`config.mk`:
```
export PLATFORM = sky130hd
export DESIGN_NAME = voice_allocator
export DESIGN_NICKNAME = d
export VERILOG_FILES = /design/src/rtl/voice_allocator.sv
export SDC_FILE = /design/constraint.sdc
export NUM_CORES = 1
export LEC_CHECK = 0
export CELL_PAD_IN_SITES_DETAIL_PLACEMENT = 0
export CELL_PAD_IN_SITES_GLOBAL_PLACEMENT = 1
export CORE_ASPECT_RATIO = 1.5
export CORE_UTILIZATION = 44
export DETAILED_ROUTE_END_ITERATION = 6
export GPL_TIMING_DRIVEN = 0
export PLACE_DENSITY = 0.81
export SYNTH_ARGS = -nofsm -noshare
export SYNTH_HDL_FRONTEND = slang
export SYNTH_SLANG_ARGS = --single-unit
```
`constraint.sdc`:
```
create_clock -name clk_in -period 5.5 [get_ports clk_in]
set_input_delay 1.1 -clock clk_in [delete_from_list [all_inputs] [get_ports clk_in]]
set_output_delay 1.1 -clock clk_in [all_outputs]
set_load 0.01 [all_outputs]
```
`src/rtl/voice_allocator.sv`:
```
// Polyphonic voice allocator: maps note-on/off events onto voice slots with
// retrigger reuse and oldest-voice stealing, scanning one voice per cycle.
module voice_allocator #(
    parameter int unsigned NUM_VOICES  = 8,
    parameter int unsigned NOTE_WIDTH  = 7,
    parameter int unsigned INC_WIDTH   = 32,
    parameter int unsigned STAMP_WIDTH = 16
) (
    input  logic                                  clk_in,
    input  logic                                  rst_in,
    input  logic                                  note_valid_in,
    output logic                                  note_ready_out,
    input  logic                                  note_on_in,
    input  logic [NOTE_WIDTH-1:0]                 note_in,
    input  logic [INC_WIDTH-1:0]                  phase_inc_in,
    output logic [NUM_VOICES-1:0]                 gate_out,
    output logic [NUM_VOICES-1:0][INC_WIDTH-1:0]  phase_inc_out,
    output logic [NUM_VOICES-1:0][NOTE_WIDTH-1:0] voice_note_out,
    output logic [$clog2(NUM_VOICES):0]           num_active_out,
    output logic                                  steal_out,
    output logic                                  retrig_out
);

    localparam int unsigned IDX_W = $clog2(NUM_VOICES);
    localparam int unsigned CNT_W = IDX_W + 1;
    localparam logic [IDX_W-1:0] LAST_IDX = IDX_W'(NUM_VOICES - 1);

    typedef enum logic [1:0] {
        IDLE   = 2'd0,
        SCAN   = 2'd1,
        COMMIT = 2'd2
    } state_t;

    state_t state_q, state_d;

    logic                   accept;
    logic                   hold_on_q;
    logic [NOTE_WIDTH-1:0]  hold_note_q;
    logic [INC_WIDTH-1:0]   hold_inc_q;

    logic [IDX_W-1:0]       idx_q;
    logic                   match_found_q, free_found_q, old_found_q;
    logic [IDX_W-1:0]       match_idx_q, free_idx_q, old_idx_q;
    logic [STAMP_WIDTH-1:0] old_age_q;
    logic [STAMP_WIDTH-1:0] age;

    logic [NUM_VOICES-1:0][STAMP_WIDTH-1:0] stamp_q, stamp_d;
    logic [STAMP_WIDTH-1:0]                 alloc_q, alloc_d;

    logic [NUM_VOICES-1:0]                 gate_d;
    logic [NUM_VOICES-1:0][INC_WIDTH-1:0]  inc_d;
    logic [NUM_VOICES-1:0][NOTE_WIDTH-1:0] note_d;
    logic [CNT_W-1:0]                      cnt_d;
    logic                                  steal_d, retrig_d, ready_d;
    logic [IDX_W-1:0]                      tgt;

    assign accept = note_valid_in & note_ready_out;
    assign age    = alloc_q - stamp_q[idx_q];

    // State register
    always_ff @(posedge clk_in or negedge rst_in) begin
        if (!rst_in) state_q <= IDLE;
        else         state_q <= state_d;
    end

    // Next-state logic
    always_comb begin
        state_d = state_q;
        case (state_q)
            IDLE:    if (accept) state_d = SCAN;
            SCAN:    if (idx_q == LAST_IDX) state_d = COMMIT;
            COMMIT:  state_d = IDLE;
            default: state_d = IDLE;
        endcase
    end

    // Event capture and per-voice scan trackers
    always_ff @(posedge clk_in or negedge rst_in) begin
        if (!rst_in) begin
            hold_on_q     <= 1'b0;
            hold_note_q   <= '0;
            hold_inc_q    <= '0;
            idx_q         <= '0;
            match_found_q <= 1'b0;
            free_found_q  <= 1'b0;
            old_found_q   <= 1'b0;
            match_idx_q   <= '0;
            free_idx_q    <= '0;
            old_idx_q     <= '0;
            old_age_q     <= '0;
        end else if (accept) begin
            hold_on_q     <= note_on_in;
            hold_note_q   <= note_in;
            hold_inc_q    <= phase_inc_in;
            idx_q         <= '0;
            match_found_q <= 1'b0;
            free_found_q  <= 1'b0;
            old_found_q   <= 1'b0;
        end else if (state_q == SCAN) begin
            idx_q <= idx_q + 1'b1;
            if (gate_out[idx_q] && (voice_note_out[idx_q] == hold_note_q) && !match_found_q) begin
                match_found_q <= 1'b1;
                match_idx_q   <= idx_q;
            end
            if (!gate_out[idx_q] && !free_found_q) begin
                free_found_q <= 1'b1;
                free_idx_q   <= idx_q;
            end
            // Strict compare keeps the lower index on equal age
            if (gate_out[idx_q] && (!old_found_q || (age > old_age_q))) begin
                old_found_q <= 1'b1;
                old_idx_q   <= idx_q;
                old_age_q   <= age;
            end
        end
    end

    // Output logic: next values of all registered outputs
    always_comb begin
        gate_d   = gate_out;
        inc_d    = phase_inc_out;
        note_d   = voice_note_out;
        stamp_d  = stamp_q;
        alloc_d  = alloc_q;
        steal_d  = 1'b0;
        retrig_d = 1'b0;
        tgt      = '0;
        ready_d  = (state_d == IDLE);
        cnt_d    = '0;
        if (state_q == COMMIT) begin
            if (hold_on_q) begin
                if (match_found_q) begin
                    tgt      = match_idx_q;
                    retrig_d = 1'b1;
                end else if (free_found_q) begin
                    tgt = free_idx_q;
                end else begin
                    tgt     = old_idx_q;
                    steal_d = 1'b1;
                end
                gate_d[tgt]  = 1'b1;
                inc_d[tgt]   = hold_inc_q;
                note_d[tgt]  = hold_note_q;
                stamp_d[tgt] = alloc_q;
                alloc_d      = alloc_q + 1'b1;
            end else if (match_found_q) begin
                gate_d[match_idx_q] = 1'b0;
            end
        end
        for (int unsigned i = 0; i < NUM_VOICES; i++) begin
            cnt_d = cnt_d + CNT_W'(gate_d[i]);
        end
    end

    // Output and voice-state registers
    always_ff @(posedge clk_in or negedge rst_in) begin
        if (!rst_in) begin
            gate_out       <= '0;
            phase_inc_out  <= '0;
            voice_note_out <= '0;
            num_active_out <= '0;
            steal_out      <= 1'b0;
            retrig_out     <= 1'b0;
            note_ready_out <= 1'b0;
            stamp_q        <= '0;
            alloc_q        <= '0;
        end else begin
            gate_out       <= gate_d;
            phase_inc_out  <= inc_d;
            voice_note_out <= note_d;
            num_active_out <= cnt_d;
            steal_out      <= steal_d;
            retrig_out     <= retrig_d;
            note_ready_out <= ready_d;
            stamp_q        <= stamp_d;
            alloc_q        <= alloc_d;
        end
    end

endmodule
```
### After elaboration in Yosys (flattened, before gate mapping)

Cells that the tools add are included.

| storage, ports and cells | value |
|---|---|
| register bits after elaboration | 544 |
| input bits | 43 |
| output and inout port bits | 327 |
| logic and storage cells | 138 |

| operators by class | value |
|---|---|
| add/subtract/negate cells | 10 |
| $lt $le $gt $ge | 6 |
| eq/ne operators | 4 |
| muxes and demuxes | 47 |
| bitwise operators | 5 |
| reduce and logical (&&, ||, !) cells | 24 |

Operator list:

| cell | count |
|---|---|
| $bwmux 256 | 1 |
| $bwmux 128 | 1 |
| $demux 32 s3 | 1 |
| $bwmux 56 | 1 |
| $bmux 16 s3 | 1 |
| $demux 16 s3 | 1 |
| $mux 16 | 2 |
| $mux 32 | 1 |
| $mux 8 | 3 |
| $bmux 7 s3 | 1 |
| $demux 7 s3 | 1 |
| $mux 1 | 19 |
| $mux 3 | 6 |
| $add 16x1->16 const B | 1 |
| $add 4x1->4 | 4 |
| $gt 16x16->1 | 1 |
| $sub 16x16->16 | 1 |
| $mux 7 | 2 |
| $lt 3x4->1 const B | 3 |
| $reduce_and 3->1 | 3 |
| $and 8x8->8 | 1 |
| $not 8->8 | 1 |
| $or 8x8->8 | 1 |
| $reduce_and 2->1 | 4 |
| other kinds (20) | 35 |

### Depth between registers and ports, before layout

Gate-level depths: netlist (run 1).

| depth | value |
|---|---|
| depth after elaboration | 18 |
| mapped depth | 22 |
| depth with buffers taken out | 18 |

### Worst setup path after synthesis (run 1)

No wires, ideal clock.

| path | value |
|---|---|
| path type | flip-flop to flip-flop |
| from | register idx_q[0] |
| to | register old_age_q[10] |
| arrival time | 4710 ps |
| required time | 5375 ps |
| setup slack | 666 ps |
| cell stages (with the launch flop) | 21 |
| path buffers | 4 |
| period minus slack after synthesis | 4834 ps |
| cell sequence | dfrtp_1 -> buf_4 -> buf_2 -> buf_2 -> mux4_2 -> mux2i_1 -> ha_1 -> nor2b_1 -> o21ai_0 -> o21ai_1 -> a31oi_1 -> o311ai_0 -> xnor2_1 -> ha_1 -> nand3_1 -> nor4_1 -> o21ai_0 -> nand4b_1 -> o211ai_1 -> buf_4 -> mux2_2 |

| between the ends | value |
|---|---|
| longest elaborated chain between the ends | 7 |
| elaborated cells on any way between the ends | 9 |
| classes of those cells | 1 x add/sub; 1 x order compare; 4 x mux; 3 x reduce/logical |

RTL lines:

| what | line | text |
|---|---|---|
| start: declaration | 41 | `logic [IDX_W-1:0] idx_q;` |
| start signal: assignment | 100 | `idx_q <= idx_q + 1'b1;` |
| $bmux 16 s3 | 58 | `assign age = alloc_q - stamp_q[idx_q];` |
| $mux 16 (implied by the code) | 58 |  |
| $sub 16x16->16 | 58 |  |
| via age[15] | 45 | `logic [STAMP_WIDTH-1:0] age;` |
| $gt 16x16->1 | 110 | `if (gate_out[idx_q] && (!old_found_q \|\| (age > old_age_q))) begin` |
| $logic_or 1x1->1 | 110 |  |
| $logic_and 1x1->1 | 110 |  |
| $reduce_and 3->1 (no source line) | -- |  |
| end signal: assignment | 113 | `old_age_q <= age;` |
| end: declaration | 44 | `logic [STAMP_WIDTH-1:0] old_age_q;` |

The timed path passes the listed nets, and every way through them passes these cells. The select of a mux whose other input is x is not followed.
A chain may end at the register's enable or synchronous reset.

### Worst setup path after layout (run 1)

| path | value |
|---|---|
| from | register idx_q[1] |
| to | register old_age_q[13] |

Same word-level chain as after synthesis.

==> summary.md, run 1 <==
| Metric | Value |
|---|---|
| Type of element capturing the critical path | flip-flop |
| Via count | 14800 |
| Largest fanout of any net on the critical path | 10 |
| Maximum number of pins on one net before global-route repair | about 110 |
| Endpoints failing hold | 0 |
| Combinational fraction of design power | 20.5% |
| GP Congestion | roughly 0.83 |
| Reg2Reg Capture Point | old_age_q[13] |
| Final Util | 57.3% |
| Number of placed instances, taps included | 2667 |
| Initial Utilization | ~45% |
| Global route overflow | 0 |
| Switching part of the total power | about 30% |
| Depth of the CTS H-tree | 2 |
| Crit path max-delay family | compound AO/OA/AOI/OAI gates |
| Vias per Instance | 5.38 |
| Number of antenna violations at the first check in global routing | 1 |
| Outcome | completed |
| Clock tree from TritonCTS | built |
| Top cells by area in the synthesized netlist | sky130_fd_sc_hd__dfrtp_1 59%, sky130_fd_sc_hd__mux2_2 22%, sky130_fd_sc_hd__mux4_2 3.7%, sky130_fd_sc_hd__nand2_1 2.7%, sky130_fd_sc_hd__ha_1 2.0% |
| Synth Instances | around 1600 |
| Number of global-route vias before repair | 16200 |
| Least setup slack across all paths after layout | 294 ps |
| Cell taking the most area after synthesis | sky130_fd_sc_hd__dfrtp_1 |
| Clock power frac | between 30% and 40% |
| Max_cap viols | 0 |
| Worst EP arrival | between 5000 and 6000 ps |
| Core Region | just over 50000 um2 |
| Height of the chip | between 200 and 300 um |
| Reg-to-reg slack, setup | around 290 ps |
| Final setup fails | 0 |
| Power dissipated by switching net loads | 3.20 mW |
| Relative area change from synthesis to final layout | 28.2% |
| Hold WC Path Type | in2async |
| Ports placed on the boundary | 370 |
| Number of standard cells in the layout, taps in and fillers out | roughly 2800 |
| Width of the chip | approximately 190 um |
| Total length of routed wires | ~64000 um |
| DRC errors left | 0 |
| Clock buffer count from CTS | 52 |
| Number of nets in the synthesized netlist | ~1700 |
| Placement Setup Slack | -1190 ps |
| Top post-synthesis cells by count | 544 x sky130_fd_sc_hd__dfrtp_1, 452 x sky130_fd_sc_hd__mux2_2, 168 x sky130_fd_sc_hd__nand2_1 |
| Async SR Flop Fraction | 100% |
| Internal cell power | 7.59 mW |
| # Post-CTS Setup Buffers | 0 |
| First-pass GRT wire length | around 99000 um |
| Max rail drop VDD | 0.285 mV |
| Power Density | between 300 and 400 nW/um2 |
| Final slew viol count | 0 |
| Post-Synthesis Mean Instance Area | between 10 and 15 um2 |
| Hold bufs inserted after CTS | 0 |
| Cell row count | roughly 100 |
| Router iterations before antenna repair | 5 |
| Yosys warnings | 0 |
| CP Buf/Inv Count | 5 |
| Required time of the critical path | 5950 ps |
| Average wire per cell in the routed design | 23.2 um |
| Most frequent cell after synthesis | sky130_fd_sc_hd__dfrtp_1 |
| Initial drt markers | 607 |
| Clock Latency Late Sink | about 590 ps |
| Yosys top cell area share | 58.8% |
| Sequential group share of total power | approximately 45% |
| Share of cells above drive strength 1 | between 30% and 40% |
| Syn Std Cell Area | roughly 23000 um2 |
| Net count, final | approximately 2100 |
| Max_slew headroom | roughly 43% |
| Overall global routing resource usage | 24.4% |
| Clk buf depth | 3 |
| Clock net sink count | 544 |
| Highest achievable clock rate | between 150 and 200 MHz |
| Critical Path Source Type | flip-flop |
| Number of synthesized flops with an enable pin | 0 |
| Routed Antenna Nets | 0 |
| Leakage component of the power | between 10 and 15 nW |
| Number of inserted filler cells in the final layout | between 4000 and 5000 |
| Slowest stage cell on the critical path | sky130_fd_sc_hd__dfrtp_1 |
| Critical path cell sequence | buf_6 > buf_4 > buf_6 > clkbuf_4 > mux4_2 > mux2i_2 > ha_1 > nor2b_1 > o21ai_0 > o21ai_2 > a31oi_4 > o311ai_2 > xnor2_1 > ha_1 > nand3_1 > nor4_4 > o21ai_0 > nand4b_1 > o211ai_1 > buf_4 > mux2_2 |
| Min Tclk post-route | approximately 5200 ps |
| Number of cells on the worst reg-to-reg path | 21 |
| Post-CTS clock slew at the launch and capture registers of the worst setup and hold paths | ~60 ps |
| Sequential share of the synthesized area | between 50% and 60% |
| FF+latch count, synth | approximately 540 |
| Total die area | 53600 um2 |
| Estimated wirelength of the detail-placed design | 46400 um |
| Clock skew | 33.1 ps |
| Antenna cells | 0 |
| Crit Reg-Reg Startpoint | idx_q[1] |
| Worst setup path class | reg2reg |
| Master cell of the clock root buffer | sky130_fd_sc_hd__clkbuf_16 |
| Portion of the clock cycle consumed by the worst path in the final layout | 94.6% |
| Biggest cell delay along the critical path | about 380 ps |
| Count of input and output buffers | about 370 |
| Worst Max-Slew Pin Slew | roughly 850 ps |
| Number of distinct library cells after synthesis | 50 |
| Most used flip-flop cell after synthesis | sky130_fd_sc_hd__dfrtp_1 |
worst max-delay path by stage:
stage,start,endpoint,slack (ps),cells past startpoint
CTS,idx_q[1],old_age_q[13],50,21
detailed placement,idx_q[2],old_age_q[13],-1190,20
global placement,rst_in,stamp_q[25],-20280,1
floorplan,idx_q[0],old_age_q[10],670,20
global route,idx_q[1],old_age_q[13],-0.7,21
finish,idx_q[1],old_age_q[13],290,21
cells by family (layout without fill, tap and decap cells):
family,count (synthesis),count (layout),share of synthesized area (%)
AO/OA/AOI/OAI,85,85,2.26
XOR/XNOR,37,37,1.40
adder cells (fa/ha/maj),42,42,2.43
buffers and inverters,129,592,2.52
flip-flops,544,544,58.8
multiplexers,533,533,27.9
AND/OR/NAND/NOR,247,247,4.72
per-layer routing:
layer / vias up / wire [um] / part of all wire [%] / track usage (%)
met1: 7785 / 23400 / 37 / 26.9
met2: 381 / 34500 / 54 / 45.0
li1: 6534 / - / - / -
met5: - / 0 / 0 / 0
met3: 119 / 3630 / 5.7 / 5.36
met4: 0 / 2440 / 3.8 / 9.21
metrics by stage:
step	instance area, um2	setup TNS (ps)	hold WS (ps)	power, mW
floorplan	23200	0	445	5.97
CTS	29600	0	461	10.9
global placement	27700	-	458	7.09
detailed placement	27800	-23030	467	7.14
global route	29700	-0.655	485	11.2
finish	29700	0	463	10.8
layout make-up:
class / count / area [um2] / area share [%]
plain buffers: 97 / 493 / 1.66
clock buffers: 80 / 1600 / 5.39
clock inverters: 11 / 170 / 0.573
inverters: 30 / 113 / 0.379
multi-input cells: 944 / 9000 / 30.3
flip-flops and latches: 544 / 13600 / 45.9
well taps: 676 / 846 / 2.85
repair buffers: 374 / 3840 / 12.9
power by group through the flow:
stage | clock network [mW] | registers, mW | logic [mW]
6_report | 3.71 | 4.86 | 2.22
5_1_grt | 3.91 | 4.92 | 2.39
4_1_cts | 3.78 | 4.86 | 2.23
3_5_place_dp | 0 | 4.93 | 2.21
3_3_place_gp | 0 | 4.93 | 2.16
2_1_floorplan | 0 | 4.82 | 1.15
cells in the final DEF (no fill, tap or decap), types with 5 or more instances in the layout:
cell type,synthesis,layout
sky130_fd_sc_hd__dfrtp_1,544,544
sky130_fd_sc_hd__fa_1,5,5
sky130_fd_sc_hd__clkinv_2,0,5
sky130_fd_sc_hd__a21oi_1,17,16
sky130_fd_sc_hd__nor2b_1,11,11
sky130_fd_sc_hd__clkbuf_1,34,42
sky130_fd_sc_hd__xnor2_1,25,25
sky130_fd_sc_hd__mux2_1,8,8
sky130_fd_sc_hd__mux4_2,38,38
sky130_fd_sc_hd__buf_4,8,10
sky130_fd_sc_hd__o21a_1,5,5
sky130_fd_sc_hd__nor2_1,21,21
sky130_fd_sc_hd__buf_1,11,9
sky130_fd_sc_hd__mux2i_1,31,30
sky130_fd_sc_hd__and2_1,5,5
sky130_fd_sc_hd__xor2_1,12,12
sky130_fd_sc_hd__nand2_1,168,168
sky130_fd_sc_hd__clkbuf_8,0,15
sky130_fd_sc_hd__mux2_2,452,452
sky130_fd_sc_hd__inv_1,30,30
sky130_fd_sc_hd__o21ai_0,29,29
sky130_fd_sc_hd__clkbuf_16,0,54
sky130_fd_sc_hd__nand3_1,10,10
sky130_fd_sc_hd__buf_2,44,40
sky130_fd_sc_hd__ha_1,37,37
sky130_fd_sc_hd__a21o_1,9,9
sky130_fd_sc_hd__nand4_1,8,8
sky130_fd_sc_hd__and3_1,5,5
sky130_fd_sc_hd__clkdlybuf4s50_1,0,368
sky130_fd_sc_hd__buf_16,0,5
worst register-to-register path: cells and delay by family (launching register included):
kind | cells | cell delay (ps)
muxes | 3 | 900
buffers and inverters | 5 | 1100
AOI/OAI and AO/OA | 6 | 1120
xor gates and xnor gates | 1 | 170
DFF | 1 | 380
adders and majority gates | 2 | 610
and+or+nand+nor | 4 | 810
registers in the layout, summed over array words and instances, names as in the netlist:
register / cells
phase_inc_out: 256
stamp_q: 128
voice_note_out: 56
hold_inc_q: 32
alloc_q: 16
old_age_q: 16
gate_out: 8
hold_note_q: 7
num_active_out: 4
free_idx_q: 3
idx_q: 3
match_idx_q: 3
old_idx_q: 3
state_q: 2
free_found_q: 1
hold_on_q: 1
match_found_q: 1
note_ready_out: 1
old_found_q: 1
retrig_out: 1
steal_out: 1
what timing repair did:
| item | CTS | global route |
|---|---|---|
| endpoints found under the setup margin | 20 | 19 |
| gates cloned | 0 | 0 |
| gates resized for setup | 18 | 9 |
| pin swaps | 0 | 0 |
(Power assumes the default switching activity.)
==> inputs of run 2 (changes only) <==
--- a/config.mk
+++ b/config.mk
@@ -8,10 +8,11 @@
 export CELL_PAD_IN_SITES_DETAIL_PLACEMENT = 0
 export CELL_PAD_IN_SITES_GLOBAL_PLACEMENT = 1
 export CORE_ASPECT_RATIO = 1.5
-export CORE_UTILIZATION = 44
+export CORE_UTILIZATION = 48
 export DETAILED_ROUTE_END_ITERATION = 6
 export GPL_TIMING_DRIVEN = 0
-export PLACE_DENSITY = 0.81
+export PLACE_DENSITY = 0.87
+export SETUP_SLACK_MARGIN = 0.15
 export SYNTH_ARGS = -nofsm -noshare
 export SYNTH_HDL_FRONTEND = slang
 export SYNTH_SLANG_ARGS = --single-unit
==> constraint.sdc (replaced) <==
create_clock -name clk_in -period 6.4 [get_ports clk_in]
set_input_delay 1.28 -clock clk_in [delete_from_list [all_inputs] [get_ports clk_in]]
set_output_delay 1.28 -clock clk_in [all_outputs]
set_load 0.01 [all_outputs]
==> summary.md, run 2 (synthesized netlist as in run 1, its figures left out) <==
| Metric | Value |
|---|---|
| Type of element capturing the critical path | flip-flop |
| Depth of the CTS H-tree | 2 (unchanged) |
| Worst Max-Slew Pin Slew | 899 ps (+48.2 ps) |
| Average wire per cell in the routed design | 23.6 um (+1.8%) |
| Final worst hold slack | 479 ps (+15.8 ps) |
| Max_slew headroom | 40.1% (-3.2 points) |
| Number of antenna violations at the first check in global routing | 0 (-1) |
| Clock tree from TritonCTS | built |
| Ports placed on the boundary | 370 (unchanged) |
| Clk buf depth | 3 (unchanged) |
| Outcome | completed |
| Antenna cells | 0 (unchanged) |
| Hold bufs inserted after CTS | 0 (unchanged) |
| GP Congestion | 0.831 (-0.13%) |
| Max rail drop VDD | 0.231 mV (-19%) |
| Power Density | 316 nW/um2 (-13%) |
| Most frequent standard cell in the layout excluding fill and tap cells | sky130_fd_sc_hd__dfrtp_1 |
| Least setup slack across all paths after layout | 522 ps (+228 ps) |
| Relative area change from synthesis to final layout | 27.6% |
| Portion of the clock cycle consumed by the worst path in the final layout | 91.8% (-2.8 points) |
| Maximum number of pins on one net before global-route repair | 120 (+7.1%) |
| Post-CTS clock slew at the launch and capture registers of the worst setup and hold paths | 60 ps (about the same) |
| Routed Antenna Nets | 0 (unchanged) |
| Master cell of the clock root buffer | sky130_fd_sc_hd__clkbuf_16 |
| Height of the chip | 271 um (-4.2%) |
| Overall global routing resource usage | 26.3% (+2.0 points) |
| First-pass GRT wire length | 98100 um (-1.1%) |
| Number of inserted filler cells in the final layout | 3639 (-15%) |
| Initial Utilization | 48.5% (+3.9 points) |
| # Post-CTS Setup Buffers | 0 (unchanged) |
| Initial drt markers | 744 (+23%) |
| Share of cells above drive strength 1 | 30.9% (-0.033 points) |
| Register with the most flip-flops | phase_inc_out |
| Number of global-route vias before repair | 16200 (-0.16%) |
| Clock net sink count | 544 (unchanged) |
| Min Tclk post-route | 5880 ps (+672 ps) |
| Max_cap viols | 0 (unchanged) |
| Router iterations before antenna repair | 5 (unchanged) |
| Leakage component of the power | 14.4 nW (about the same) |
| Worst EP arrival | 6330 ps (+670 ps) |
| Net count, final | 2127 (-0.047%) |
| Count of input and output buffers | 369 (unchanged) |
| Cell row count | 98 (-3.9%) |
| Endpoints failing hold | 0 (unchanged) |
| Post-route setup TNS | 0 ps (unchanged) |
| Global route overflow | 0 (unchanged) |
| Final setup fails | 0 (unchanged) |
| Highest achievable clock rate | 170 MHz (-11%) |
| DRC errors left | 0 (unchanged) |
| Post-layout total power | 9.33 mW (-14%) |
| Required time of the critical path | 6850 ps (+900 ps) |
| Clock skew | 28.4 ps (-4.76 ps) |
| Total length of routed wires | 63300 um (-1.0%) |
| Via count | 14800 (-0.12%) |
| Width of the chip | 181 um (-4.2%) |
| Critical Path Source Type | flip-flop |
| Hold WC Path Type | reg2reg |
| Worst setup path class | reg2reg |
| Placement Setup Slack | -94.0 ps (+1100 ps) |
| Largest fanout of any net on the critical path | 10 (unchanged) |
| Vias per Instance | 5.52 (+2.7%) |
| Final slew viol count | 0 (unchanged) |
| Clock Latency Late Sink | 590 ps (about the same) |
| Estimated wirelength of the detail-placed design | 46000 um (-0.96%) |
| Clock buffer count from CTS | 51 (-1.9%) |
| RSZ-0062 raised after global routing | no |
| Regs by FF count | phase_inc_out: 256 flops, stamp_q: 128 flops, voice_note_out: 56 flops |
| Total die area | 49100 um2 (-8.3%) |
| Top library cells by usage in the layout, fill and taps aside | 544 x sky130_fd_sc_hd__dfrtp_1, 452 x sky130_fd_sc_hd__mux2_2, 368 x sky130_fd_sc_hd__clkdlybuf4s50_1, 168 x sky130_fd_sc_hd__nand2_1, 52 x sky130_fd_sc_hd__clkbuf_16 |
| Number of flip-flops in the largest register | 256 (unchanged) |
| Core Region | 47700 um2 (-7.9%) |
[run 2: area by class of cell]
type                            instances  area [um2]  area share [%]
Sequential cell                       544       13600            46.1
Multi-Input combinational cell        944        8970            30.4
Timing Repair Buffer                  373        3810            12.9
Clock buffer                           67        1450            4.90
Tap cell                              600         751            2.54
Buffer                                 98         485            1.64
Clock inverter                         23         360            1.22
Inverter                               30         113           0.381
[run 2: stage by stage]
| stage | utilization, % | cells | cell area [um2] |
|---|---|---|---|
| 2_1_floorplan | - | 1617 | 23200 |
| 3_3_place_gp | 57.9 | 2586 | 27600 |
| 3_5_place_dp | 58.1 | 2590 | 27700 |
| 4_1_cts | 61.9 | 2679 | 29500 |
| 5_1_grt | 61.9 | 2679 | 29500 |
| 6_report | 61.9 | 2679 | 29500 |
[run 2: worst paths after layout]
path,start,endpoint,slack [ps],cells past startpoint
worst max-delay path,idx_q[0],old_idx_q[2],520,20
max in group asynchronous,rst_in,stamp_q[76],3590,4
min in group asynchronous,rst_in,phase_inc_out[210],680,1
worst min register to register,stamp_q[16],stamp_q[16],480,2
worst max register to register,idx_q[0],old_idx_q[2],520,20
worst min-delay path,stamp_q[16],stamp_q[16],480,2
[run 2: per-layer routing]
layer	up-vias	part of all wire, %	GRT usage (%)
met5	-	0	0
met4	0	3.9	10.3
met3	113	6.3	6.06
met2	403	54	48.5
met1	7771	36	29.0
li1	6514	-	-
[run 2: timing repair]
item	in CTS	in global routing
pin swaps	0	0
setup endpoints to repair	19	19
resized for setup	6	4
[run 2: report_power, final]
part           internal, mW  total [mW]  switching [mW]
Sequential             3.76        4.17           0.404
Clock                  1.95        3.26            1.31
Combinational         0.873        1.90            1.03
Total                  6.59        9.33            2.75
[run 2: worst max-delay path, cell delays in order (launching register included)]
cell,delay (ps)
sky130_fd_sc_hd__dfrtp_1,370
sky130_fd_sc_hd__buf_4,260
sky130_fd_sc_hd__clkbuf_4,340
sky130_fd_sc_hd__buf_4,340
sky130_fd_sc_hd__mux4_2,550
sky130_fd_sc_hd__mux2i_1,390
sky130_fd_sc_hd__ha_1,180
sky130_fd_sc_hd__nor2b_1,120
sky130_fd_sc_hd__o21ai_0,110
sky130_fd_sc_hd__o21ai_1,290
sky130_fd_sc_hd__a31oi_2,220
sky130_fd_sc_hd__o311ai_0,580
sky130_fd_sc_hd__xnor2_1,180
sky130_fd_sc_hd__ha_1,330
sky130_fd_sc_hd__nand3_1,160
sky130_fd_sc_hd__nor4_2,420
sky130_fd_sc_hd__o21ai_0,140
sky130_fd_sc_hd__nand4b_1,110
sky130_fd_sc_hd__o211ai_1,120
sky130_fd_sc_hd__buf_4,230
sky130_fd_sc_hd__mux2_2,290
==> inputs of run 3 (changes only) <==
--- a/config.mk
+++ b/config.mk
@@ -11,7 +11,8 @@
 export CORE_UTILIZATION = 48
 export DETAILED_ROUTE_END_ITERATION = 6
 export GPL_TIMING_DRIVEN = 0
-export PLACE_DENSITY = 0.87
+export PLACE_DENSITY_LB_ADDON = 0.1
+export RECOVER_POWER = 100
 export SETUP_SLACK_MARGIN = 0.15
 export SYNTH_ARGS = -nofsm -noshare
 export SYNTH_HDL_FRONTEND = slang
==> summary.md, run 3 (synthesized netlist as in run 1, its figures left out) <==
| Metric | Value |
|---|---|
| Width of the chip | 181 um (unchanged) |
| Number of antenna violations at the first check in global routing | 4 (+4) |
| Ports placed on the boundary | 370 (unchanged) |
| Number of placed instances, taps included | 2590 (unchanged) |
| Global route overflow | 0 (unchanged) |
| Min Tclk post-route | 5800 ps (-75.2 ps) |
| Hold WC Path Type | reg2reg |
| Average wire per cell in the routed design | 24.2 um (+2.2%) |
| Endpoints failing hold | 0 (unchanged) |
| Crit path max-delay family | compound AO/OA/AOI/OAI gates |
| Master cell of the clock root buffer | sky130_fd_sc_hd__clkbuf_16 |
| Topmost layer with routed signal wires | met5 |
| RSZ-0062 raised after global routing | no |
| Area of all placed cells without fillers | 29300 um2 (-0.93%) |
| Outcome | finished with violations |
| Register with the most flip-flops | phase_inc_out |
| Placement Setup Slack | -593 ps (-499 ps) |
| Leakage component of the power | 15.4 nW (+6.8%) |
| Clock buffer count from CTS | 52 (+2.0%) |
| Internal cell power | 6.33 mW (-3.9%) |
| Clock Latency Late Sink | 580 ps (about the same) |
| Routed Antenna Nets | 0 (unchanged) |
| DRC errors left | 0 (unchanged) |
| Vias per Instance | 5.46 (-1.1%) |
| Worst Max-Slew Pin Slew | 2770 ps (+1870 ps) |
| Net count, final | 2128 (+0.047%) |
| Post-layout total power | 9.04 mW (-3.2%) |
| Maximum number of pins on one net before global-route repair | 126 (+5.0%) |
| Sequential group share of total power | 45.9% (+1.3 points) |
| Clock net sink count | 544 (unchanged) |
| Biggest cell delay along the critical path | 540 ps (-40 ps) |
| Met3 WL | 4330 um (+9.3%) |
| Highest achievable clock rate | 172 MHz (+1.3%) |
| Max rail drop VDD | 0.321 mV (+39%) |
| Initial Utilization | 48.5% (unchanged) |
| Clock skew | 20.5 ps (-7.86 ps) |
| Final setup fails | 0 (unchanged) |
| Worst EP arrival | 6250 ps (-80 ps) |
| Worst setup path class | reg2reg |
| Largest fanout of any net on the critical path | 10 (unchanged) |
| Overall global routing resource usage | 26.8% (+0.45 points) |
| Most frequent standard cell in the layout excluding fill and tap cells | sky130_fd_sc_hd__dfrtp_1 |
| Wire length on met2 | 34400 um (+0.99%) |
| Clock power frac | 34.1% (-0.9 points) |
| Depth of the CTS H-tree | 2 (unchanged) |
| Core Region | 47700 um2 (unchanged) |
| Slowest stage cell on the critical path | sky130_fd_sc_hd__mux4_2 |
| Total die area | 49100 um2 (unchanged) |
| Max_slew headroom | -84.6% (-120 points) |
| Portion of the clock cycle consumed by the worst path in the final layout | 90.7% (-1.2 points) |
| Clock tree from TritonCTS | built |
| Share of cells above drive strength 1 | 28.6% (-2.3 points) |
| Count of input and output buffers | 369 (unchanged) |
| Top library cells by usage in the layout, fill and taps aside | 544 x sky130_fd_sc_hd__dfrtp_1, 451 x sky130_fd_sc_hd__mux2_2, 328 x sky130_fd_sc_hd__dlygate4sd3_1, 168 x sky130_fd_sc_hd__nand2_1, 90 x sky130_fd_sc_hd__clkbuf_1 |
| Max_cap viols | 6 (+6) |
| Estimated wirelength of the detail-placed design | 46700 um (+1.6%) |
| Required time of the critical path | 6850 ps (about the same) |
| Type of element capturing the critical path | flip-flop |
| Met1 wire length | 23300 um (+2.3%) |
| Height of the chip | 271 um (unchanged) |
| Placement Cell Area | 27700 um2 (unchanged) |
| Final slew viol count | 453 (+453) |
| Relative area change from synthesis to final layout | 26.4% |
| Post-CTS clock slew at the launch and capture registers of the worst setup and hold paths | 60 ps (about the same) |
| Router iterations before antenna repair | 4 (-1) |
| Final Util | 61.4% (-0.57 points) |
| GP Congestion | 0.831 (about the same) |
| Regs by FF count | phase_inc_out: 256 flops, stamp_q: 128 flops, voice_note_out: 56 flops |
| Power dissipated by switching net loads | 2.71 mW (-1.4%) |
| Clk buf depth | 3 (unchanged) |
| Power Density | 309 nW/um2 (-2.2%) |
| Critical Path Source Type | flip-flop |
| First-pass GRT wire length | 98600 um (+0.43%) |
| Via count | 14600 (-1.0%) |
| Least setup slack across all paths after layout | 597 ps (+75.2 ps) |
| Violations in the final reports | capacitance limit, slew limit |
| Number of standard cells in the layout, taps in and fillers out | 2682 (+0.11%) |
| Crit-path most repeated cell | sky130_fd_sc_hd__buf_4 |
| Number of flip-flops in the largest register | 256 (unchanged) |
| Initial drt markers | 623 (-16%) |
| Critical path cell sequence | buf_4 > clkbuf_4 > buf_4 > mux4_2 > mux2i_1 > ha_1 > nor2b_1 > o21ai_0 > o21ai_2 > a31oi_2 > o311ai_1 > xnor2_1 > ha_1 > nand3_1 > nor4_2 > o21ai_0 > nand4b_1 > o211ai_1 > buf_4 > mux2_2 |
| CP Buf/Inv Count | 4 (unchanged) |
| Combinational fraction of design power | 20.0% (-0.4 points) |
| Number of global-route vias before repair | 15900 (-1.9%) |
| Switching part of the total power | 30.0% (+0.53 points) |
| Hold bufs inserted after CTS | 0 (unchanged) |
| Total length of routed wires | 64800 um (+2.3%) |
| Cell row count | 98 (unchanged) |
run 3: cell types whose count changed in the layout (fill, tap and decap cells not counted), sizes merged:
| cell | before | now |
|---|---|---|
| clkdlybuf4s50 | 368 | 40 |
| dlygate4sd3 | 0 | 328 |
| clkbuf | 102 | 161 |
| buf | 67 | 16 |
| bufinv | 9 | 3 |
| clkinvlp | 2 | 0 |
| clkinv | 11 | 12 |
| diode | 0 | 1 |
| inv | 31 | 32 |
run 3: final timing paths:
check                                          end  cells past startpoint        from  slack (ps)
worst max-delay path                 old_age_q[13]                     20    idx_q[0]         600
worst min-delay path                    stamp_q[2]                      2  stamp_q[2]         480
worst max register to register       old_age_q[13]                     20    idx_q[0]         600
worst min register to register          stamp_q[2]                      2  stamp_q[2]         480
max in group asynchronous       phase_inc_out[103]                      3      rst_in        1430
min in group asynchronous        phase_inc_out[94]                      1      rst_in        1590
run 3: power groups by stage:
| stage | clock network, mW | registers [mW] | logic [mW] |
|---|---|---|---|
| final | 3.08 | 4.15 | 1.81 |
| after detailed placement | 0 | 4.22 | 1.91 |
| after global placement | 0 | 4.21 | 1.87 |
| after floorplan | 0 | 4.14 | 0.990 |
| after global routing | 3.27 | 4.20 | 1.97 |
| after CTS | 3.14 | 4.16 | 1.93 |
run 3: metal layers:
metal,vias to the layer above,track usage (%)
met5,-,0
met4,6,10.9
met3,129,7.43
met2,385,48.5
met1,7608,29.3
li1,6520,-
run 3: final cells by class:
type / instances / area (um2)
antenna: 1 / 2.50
buffer: 98 / 429
clock buffer: 75 / 1520
clock inverter: 17 / 168
fill: 3793 / 18400
inverter: 30 / 113
multi-input combinational: 944 / 8940
sequential: 544 / 13600
tap: 600 / 751
timing repair buffer: 373 / 3740
run 3: metrics by stage:
stage	hold slack [ps]	TNS, ps
3_3_place_gp	458	-
3_5_place_dp	473	-11230
4_1_cts	486	0
2_1_floorplan	445	0
5_1_grt	496	0
6_report	483	0
run 3: tightest hold or removal path, stage by stage (launching register included):
cell and delay (ps):
sky130_fd_sc_hd__dfrtp_1 340, sky130_fd_sc_hd__nand2_1 40, sky130_fd_sc_hd__o21ai_0 60
run 3: what timing repair did:
| action | in CTS | in global routing |
|---|---|---|
| endpoints found under the hold margin | 0 | 0 |
| gates resized for setup | 9 | 2 |
| pin swaps | 0 | 0 |
| setup buffers | 0 | 0 |
| endpoints found under the setup margin | 20 | 19 |
